<file path="config.mk">
export PLATFORM = sky130hd
export DESIGN_NAME = multi_btn_debouncer_flat
export DESIGN_NICKNAME = d
export VERILOG_FILES = /design/src/rtl/btn_pkg.sv /design/src/rtl/multi_btn_debouncer_if.sv /design/src/rtl/btn_channel.sv /design/src/rtl/multi_btn_debouncer.sv /design/src/flat_wrapper.sv
export SDC_FILE = /design/constraint.sdc
export NUM_CORES = 1
export LEC_CHECK = 0
export BUFFER_PORTS_ARGS = -buffer_cell sky130_fd_sc_hd__buf_2
export CORE_ASPECT_RATIO = 2
export CORE_MARGIN = 5
export CORE_UTILIZATION = 33
export DETAILED_ROUTE_END_ITERATION = 6
export SLEW_MARGIN = 20
export SYNTH_ARGS = -nofsm -noshare
export SYNTH_HDL_FRONTEND = slang
export SYNTH_SLANG_ARGS = --single-unit
</file>
<file path="constraint.sdc">
create_clock -name clk -period 3.19 [get_ports clk]
set_clock_uncertainty 0.1 [all_clocks]
set_input_delay 0.319 -clock clk [delete_from_list [all_inputs] [get_ports clk]]
set_output_delay 0.319 -clock clk [all_outputs]
set_load 0.05 [all_outputs]
</file>
<file path="src/rtl/btn_pkg.sv">
// Shared definitions for the multi-channel button debouncer: channel FSM encoding
// and the elaboration-time parameter legality check.
package btn_pkg;

  typedef enum logic [1:0] {
    ST_IDLE    = 2'd0,
    ST_PRESSED = 2'd1,
    ST_LONG    = 2'd2
  } btn_state_t;

  function automatic bit params_legal(input int n_ch, input int stable_cnt,
                                      input int long_ticks, input int repeat_ticks);
    return (n_ch >= 1) && (n_ch <= 16) &&
           (stable_cnt >= 1) && (stable_cnt <= 15) &&
           (long_ticks > stable_cnt) && (repeat_ticks >= 1);
  endfunction

endpackage

</file>
<file path="src/rtl/multi_btn_debouncer_if.sv">
// Button inputs and debounced event outputs of the debouncer, grouped as one bundle.
// master = button/control side, slave = debouncer side.
interface multi_btn_debouncer_if #(
  parameter int N_CH = 4
);
  logic [N_CH-1:0] btn;
  logic [N_CH-1:0] repeat_en;
  logic [N_CH-1:0] btn_level;
  logic [N_CH-1:0] btn_pedge;
  logic [N_CH-1:0] btn_nedge;
  logic [N_CH-1:0] btn_long;
  logic [N_CH-1:0] btn_repeat;
  logic            sample_tick;

  modport master (
    output btn, repeat_en,
    input  btn_level, btn_pedge, btn_nedge, btn_long, btn_repeat, sample_tick
  );

  modport slave (
    input  btn, repeat_en,
    output btn_level, btn_pedge, btn_nedge, btn_long, btn_repeat, sample_tick
  );
endinterface

</file>
<file path="src/rtl/btn_channel.sv">
// One button channel: 2-flop sync, tick-driven debounce, press/long/repeat FSM.
// Latency: events pulse one clk after the deciding tick; no backpressure (pulses only).
module btn_channel
  import btn_pkg::*;
#(
  parameter int STABLE_CNT    = 4,
  parameter int LONG_TICKS    = 256,
  parameter int REPEAT_TICKS  = 64,
  parameter bit ACTIVE_LOW_IN = 1'b0
) (
  input  logic clk,
  input  logic reset_n,
  input  logic tick,
  input  logic btn,
  input  logic repeat_en,
  output logic level,
  output logic pedge,
  output logic nedge,
  output logic long_press,
  output logic repeat_press
);
  localparam int HOLD_W = $clog2(LONG_TICKS + 1);
  localparam int REP_W  = $clog2(REPEAT_TICKS + 1);
  localparam logic [3:0]        STAB_LAST = 4'(STABLE_CNT - 1);
  localparam logic [HOLD_W-1:0] HOLD_LAST = HOLD_W'(LONG_TICKS - 1);
  localparam logic [HOLD_W-1:0] HOLD_MAX  = HOLD_W'(LONG_TICKS);
  localparam logic [REP_W-1:0]  REP_LAST  = REP_W'(REPEAT_TICKS - 1);

  logic [1:0]        sync;
  logic              sample;
  logic              flip;
  logic [3:0]        stab_cnt;
  btn_state_t        state, state_nx;
  logic [HOLD_W-1:0] hold, hold_nx;
  logic [REP_W-1:0]  rep, rep_nx;
  logic              long_nx, repeat_nx;

  assign sample = sync[1] ^ ACTIVE_LOW_IN;
  // flip marks the tick on which the debounced level changes
  assign flip   = tick && (sample != level) && (stab_cnt == STAB_LAST);

  always_ff @(posedge clk or negedge reset_n) begin
    if (!reset_n) begin
      sync     <= '0;
      stab_cnt <= '0;
      level    <= 1'b0;
      pedge    <= 1'b0;
      nedge    <= 1'b0;
    end else begin
      sync  <= {sync[0], btn};
      pedge <= flip & ~level;
      nedge <= flip & level;
      if (tick) begin
        if (sample == level) begin
          stab_cnt <= '0;
        end else if (flip) begin
          stab_cnt <= '0;
          level    <= ~level;
        end else begin
          stab_cnt <= stab_cnt + 4'd1;
        end
      end
    end
  end

  always_ff @(posedge clk or negedge reset_n) begin
    if (!reset_n) begin
      state        <= ST_IDLE;
      hold         <= '0;
      rep          <= '0;
      long_press   <= 1'b0;
      repeat_press <= 1'b0;
    end else begin
      state        <= state_nx;
      hold         <= hold_nx;
      rep          <= rep_nx;
      long_press   <= long_nx;
      repeat_press <= repeat_nx;
    end
  end

  // A release flip takes priority over the long/repeat threshold on the same tick.
  always_comb begin
    state_nx  = state;
    hold_nx   = hold;
    rep_nx    = rep;
    long_nx   = 1'b0;
    repeat_nx = 1'b0;
    if (tick) begin
      unique case (state)
        ST_IDLE: begin
          if (flip && !level) begin
            state_nx = ST_PRESSED;
            hold_nx  = '0;
          end
        end
        ST_PRESSED: begin
          if (flip) begin
            state_nx = ST_IDLE;
            hold_nx  = '0;
            rep_nx   = '0;
          end else if (hold == HOLD_LAST) begin
            state_nx = ST_LONG;
            hold_nx  = HOLD_MAX;
            rep_nx   = '0;
            long_nx  = 1'b1;
          end else begin
            hold_nx = hold + 1'b1;
          end
        end
        ST_LONG: begin
          if (flip) begin
            state_nx = ST_IDLE;
            hold_nx  = '0;
            rep_nx   = '0;
          end else if (!repeat_en) begin
            rep_nx = '0;
          end else if (rep == REP_LAST) begin
            rep_nx    = '0;
            repeat_nx = 1'b1;
          end else begin
            rep_nx = rep + 1'b1;
          end
        end
        default: begin
          state_nx = ST_IDLE;
          hold_nx  = '0;
          rep_nx   = '0;
        end
      endcase
    end
  end

endmodule

</file>
<file path="src/rtl/multi_btn_debouncer.sv">
// N_CH independent button debouncers sharing one free-running sample prescaler.
// Latency: 2 clk sync + STABLE_CNT ticks + 1 clk to pulse; no backpressure (pulses only).
module multi_btn_debouncer
  import btn_pkg::*;
#(
  parameter int N_CH          = 4,
  parameter int DIV_BITS      = 18,
  parameter int STABLE_CNT    = 4,
  parameter int LONG_TICKS    = 256,
  parameter int REPEAT_TICKS  = 64,
  parameter bit ACTIVE_LOW_IN = 1'b0
) (
  input  logic                   clk,
  input  logic                   reset_n,
  multi_btn_debouncer_if.slave   bus
);
  if (!params_legal(N_CH, STABLE_CNT, LONG_TICKS, REPEAT_TICKS)) begin : g_bad_params
    $error("multi_btn_debouncer: illegal parameter set");
  end

  logic [DIV_BITS-1:0] div_cnt;
  logic                tick;
  logic [N_CH-1:0]     level, pedge, nedge, long_p, repeat_p;

  always_ff @(posedge clk or negedge reset_n) begin
    if (!reset_n) begin
      div_cnt <= '0;
    end else begin
      div_cnt <= div_cnt + 1'b1;
    end
  end

  assign tick = &div_cnt;

  for (genvar i = 0; i < N_CH; i++) begin : g_ch
    btn_channel #(
      .STABLE_CNT    (STABLE_CNT),
      .LONG_TICKS    (LONG_TICKS),
      .REPEAT_TICKS  (REPEAT_TICKS),
      .ACTIVE_LOW_IN (ACTIVE_LOW_IN)
    ) u_ch (
      .clk          (clk),
      .reset_n      (reset_n),
      .tick         (tick),
      .btn          (bus.btn[i]),
      .repeat_en    (bus.repeat_en[i]),
      .level        (level[i]),
      .pedge        (pedge[i]),
      .nedge        (nedge[i]),
      .long_press   (long_p[i]),
      .repeat_press (repeat_p[i])
    );
  end

  assign bus.btn_level   = level;
  assign bus.btn_pedge   = pedge;
  assign bus.btn_nedge   = nedge;
  assign bus.btn_long    = long_p;
  assign bus.btn_repeat  = repeat_p;
  assign bus.sample_tick = tick;

endmodule

</file>
<file path="src/flat_wrapper.sv">
// flat-port wrapper written by rule: the top's interface ports become plain ports
module multi_btn_debouncer_flat import btn_pkg::*;
#(
  parameter int N_CH          = 4,
  parameter int DIV_BITS      = 18,
  parameter int STABLE_CNT    = 4,
  parameter int LONG_TICKS    = 256,
  parameter int REPEAT_TICKS  = 64,
  parameter bit ACTIVE_LOW_IN = 1'b0
)
  (clk, reset_n, bus_btn, bus_repeat_en, bus_btn_level, bus_btn_pedge, bus_btn_nedge, bus_btn_long, bus_btn_repeat, bus_sample_tick);
  multi_btn_debouncer_if #(.N_CH(N_CH)) bus_i ();
  input  logic clk;
  input  logic reset_n;
  input wire logic [$bits(bus_i.btn)-1:0] bus_btn;
  input wire logic [$bits(bus_i.repeat_en)-1:0] bus_repeat_en;
  output wire logic [$bits(bus_i.btn_level)-1:0] bus_btn_level;
  output wire logic [$bits(bus_i.btn_pedge)-1:0] bus_btn_pedge;
  output wire logic [$bits(bus_i.btn_nedge)-1:0] bus_btn_nedge;
  output wire logic [$bits(bus_i.btn_long)-1:0] bus_btn_long;
  output wire logic [$bits(bus_i.btn_repeat)-1:0] bus_btn_repeat;
  output wire logic [$bits(bus_i.sample_tick)-1:0] bus_sample_tick;
  assign bus_i.btn = bus_btn;
  assign bus_i.repeat_en = bus_repeat_en;
  assign bus_btn_level = bus_i.btn_level;
  assign bus_btn_pedge = bus_i.btn_pedge;
  assign bus_btn_nedge = bus_i.btn_nedge;
  assign bus_btn_long = bus_i.btn_long;
  assign bus_btn_repeat = bus_i.btn_repeat;
  assign bus_sample_tick = bus_i.sample_tick;
  multi_btn_debouncer #(.N_CH(N_CH), .DIV_BITS(DIV_BITS), .STABLE_CNT(STABLE_CNT), .LONG_TICKS(LONG_TICKS), .REPEAT_TICKS(REPEAT_TICKS), .ACTIVE_LOW_IN(ACTIVE_LOW_IN)) u_core (.clk(clk), .reset_n(reset_n), .bus(bus_i));
endmodule
</file>
==> flow_summary.toml <==
[global_routing]
grt_pass1_wl_mm = 27.4
grt_pass1_vias = 5572
grt_overflow = 0
grt_usage_pct = 14.2
antenna_found_initial = 0
grt_max_degree = 65

[synth]
mappedNetlistArea_mm2 = 0.00686
syn_area_per_cell_um2 = 9.87
synthArstFlopShare_pct = 100
syn_inst = 695
ys_warn_count = 0
yosys_most_used_dff = "dfrtp_1"
synth-edff-count = 0
ys_ff_latch = 134
ys_types = 66
synth_nets = 722
seq_area_frac_synth_pct = 48.9

[setup_path]
startpoint_type = "flop"
reg2reg_depth = 9
rrSetupSlack_ns = 0.44
rr_endpoint = "u_core.g_ch[0].u_ch.rep[4]$_DFFE_PN0P_"
crit_chain = "ha_1, nand3_2, nor4_4, nand2_1, inv_2, buf_2"
cp_slowest_cell = "inv_2"
crit_arrival_ns = 2.35
worstSetupPathType = "flop to output port"
worst-path-buf-inv = 2
cp.required_ns = 2.77
r2r_start = "u_core.g_ch[0].u_ch.hold[0]$_DFFE_PN0P_"
crit_family = "buffers and inverters"
end_kind = "output port"
crit_path_max_incr_delay_ns = 0.37
cp_max_fo = 21

[finish]
final_common_cell = "dfrtp_1"
antenna_cells = 0
seq_area_mm2 = 0.00335
final_cell_mix = "dfrtp_1 (134), nand2_1 (84), nand3_1 (40)"
fin_nets = 759
synthToLayoutAreaGrowth_pct = 15.7
multi_input_area_mm2 = 0.00322
fillCellCount = 2026
layout-drive-gt1-share_pct = 13.6

[timing]
slew_headroom_pct = 42.4
max_freq_ghz = 0.361
period_needed_ns = 2.77
holdWs_ns = 0.162
rsz0062_at_grt = "false"
worstMarginPinSlew_ns = 0.860
setup-violations-final = 0
period_share_pct = 86.7
setup_tns_ns = 0
slew_violations = 0
hold_viol = 0

[placement]
hpwl_mm = 11.6
io_buffers = 30
gp_congestion = 0.815

[worst_hold_path]
hp-start = "bus_repeat_en[0]"
holdPathStages = 3
hp-class = "input port to flop"
hold_end = "u_core.g_ch[0].u_ch.repeat_press$_DFF_PN0_"

[clock_tree]
clkTransAtPathRegs_ns = 0.06
post_cts_resized = 0
postCtsSetupRepairBufs = 0
cts_buffer_depth = 2
ctsHoldBuffers = 5
clk-insertion-delay-late_ns = 0.43
cts_tree = "yes"
cts_root_buf = "clkbuf_16"
cts-buffers-inserted = 17
htreeDepth = 4
clkSinkCount = 134

[routing]
post-route-drc-count = 0
wirelength_mm = 16.2
wl_per_cell_um = 16.1
vias = 5365
drt-initial-drc-count = 266
via_per_inst = 5.31
drtAntennaViolNets = 0
dr.pass1.iters = 4

[die]
rows = 74
io_pins = 31
core_mm2 = 0.0205
die-area_mm2 = 0.0240
die_h_um = 214
start_util_pct = 33.5
dieWidth_um = 112

[power_and_ir_drop]
p_leak_uw = 0.00346
ir_worst_vdd_uv = 337
power.density_mw_per_mm2 = 477

[flow_run]
cap_violations = 0

[run_status]
outcome = "finished, final reports clean"
final cells by class:
cell class / count / share of cell area [%]
flip-flops and latches: 134 / 42.2
multi-input cells: 506 / 40.6
clock buffers: 20 / 5.75
repair buffers: 51 / 4.27
well taps: 266 / 4.19
clock inverters: 12 / 1.92
inverters: 22 / 1.04
report_power, final:
part           internal (uW)  total [uW]  switching (uW)
Combinational           16.3        59.4            43.0
Clock                   1270        2010             748
Sequential              1710        1710            3.55
Total                   2990        3780             795
per-stage QoR:
stage / setup WS (ns) / area [um^2] / cells / power (uW) / utilization (%)
CTS: 0.375 / 7940 / 1011 / 3850 / 38.8
floorplan: 0.798 / 6860 / 695 / 1750 / -
detailed placement: 0.469 / 7280 / 974 / 1800 / 35.6
global route: 0.125 / 7940 / 1011 / 3930 / 38.8
finish: 0.423 / 7940 / 1011 / 3780 / 38.8
global placement: 0.584 / 7280 / 974 / 1800 / 35.6
metal layers:
layer,share of wire [%],GRT usage [%]
met1,39,15.1
met2,53,25.0
met3,3.6,3.53
met4,3.8,8.50
met5,0,0
worst max-delay path by stage:
| stage | startpoint | cells after the start | slack, ns | end |
|---|---|---|---|---|
| 4_1_cts | u_core.div_cnt[0]$_DFF_PN0_ | 6 | 0.37 | bus_sample_tick |
| 3_5_place_dp | u_core.g_ch[0].u_ch.hold[0]$_DFFE_PN0P_ | 9 | 0.47 | u_core.g_ch[0].u_ch.rep[4]$_DFFE_PN0P_ |
| 6_report | u_core.div_cnt[0]$_DFF_PN0_ | 6 | 0.42 | bus_sample_tick |
| 5_1_grt | u_core.g_ch[0].u_ch.hold[0]$_DFFE_PN0P_ | 9 | 0.13 | u_core.g_ch[0].u_ch.rep[4]$_DFFE_PN0P_ |
| 2_1_floorplan | u_core.g_ch[0].u_ch.hold[0]$_DFFE_PN0P_ | 9 | 0.80 | u_core.g_ch[0].u_ch.rep[3]$_DFFE_PN0P_ |
| 3_3_place_gp | u_core.g_ch[0].u_ch.hold[0]$_DFFE_PN0P_ | 9 | 0.58 | u_core.g_ch[0].u_ch.rep[2]$_DFFE_PN0P_ |
logic make-up after synthesis:
| logic type | synth area share (%) |
|---|---|
| multiplexers | 0.164 |
| XOR/XNOR | 3.32 |
| adder cells (fa/ha/maj) | 3.10 |
| buffers and inverters | 4.27 |
| AO/OA/AOI/OAI | 16.8 |
| AND/OR/NAND/NOR | 23.5 |
| flip-flops | 48.9 |
tightest hold or removal path, delay by kind of cell:
family | cells | cell delay (ns)
simple gates | 2 | 0.21
buf+inv | 1 | 0.10
state kept, by name, indices dropped and copies added, names as in the netlist:
name,flops
u_core.g_ch.u_ch.hold,36
u_core.g_ch.u_ch.rep,28
u_core.div_cnt,18
u_core.g_ch.u_ch.stab_cnt,16
u_core.g_ch.u_ch.state,8
u_core.g_ch.u_ch.sync,8
u_core.g_ch.u_ch.level,4
u_core.g_ch.u_ch.long_press,4
u_core.g_ch.u_ch.nedge,4
u_core.g_ch.u_ch.pedge,4
u_core.g_ch.u_ch.repeat_press,4
cells in the mapped netlist (9+ instances only):
cell type,count,area (um^2)
a21oi_1,15,75.1
a31oi_1,12,75.1
and2_1,10,62.6
and3_1,17,106
buf_4,21,158
dfrtp_1,134,3350
ha_1,17,213
inv_1,21,78.8
nand2_1,84,315
nand2b_1,15,93.8
nand3_1,40,200
nand3b_1,12,90.1
nor2_1,31,116
nor2b_1,11,68.8
nor3_1,15,75.1
nor3b_1,9,67.6
nor4_1,11,68.8
o21ai_0,29,145
o21ai_1,20,100
o31ai_1,15,113
or3_1,12,75.1
xnor2_1,17,149
xor2_1,9,78.8
Power figures use the tool's default switching activity.
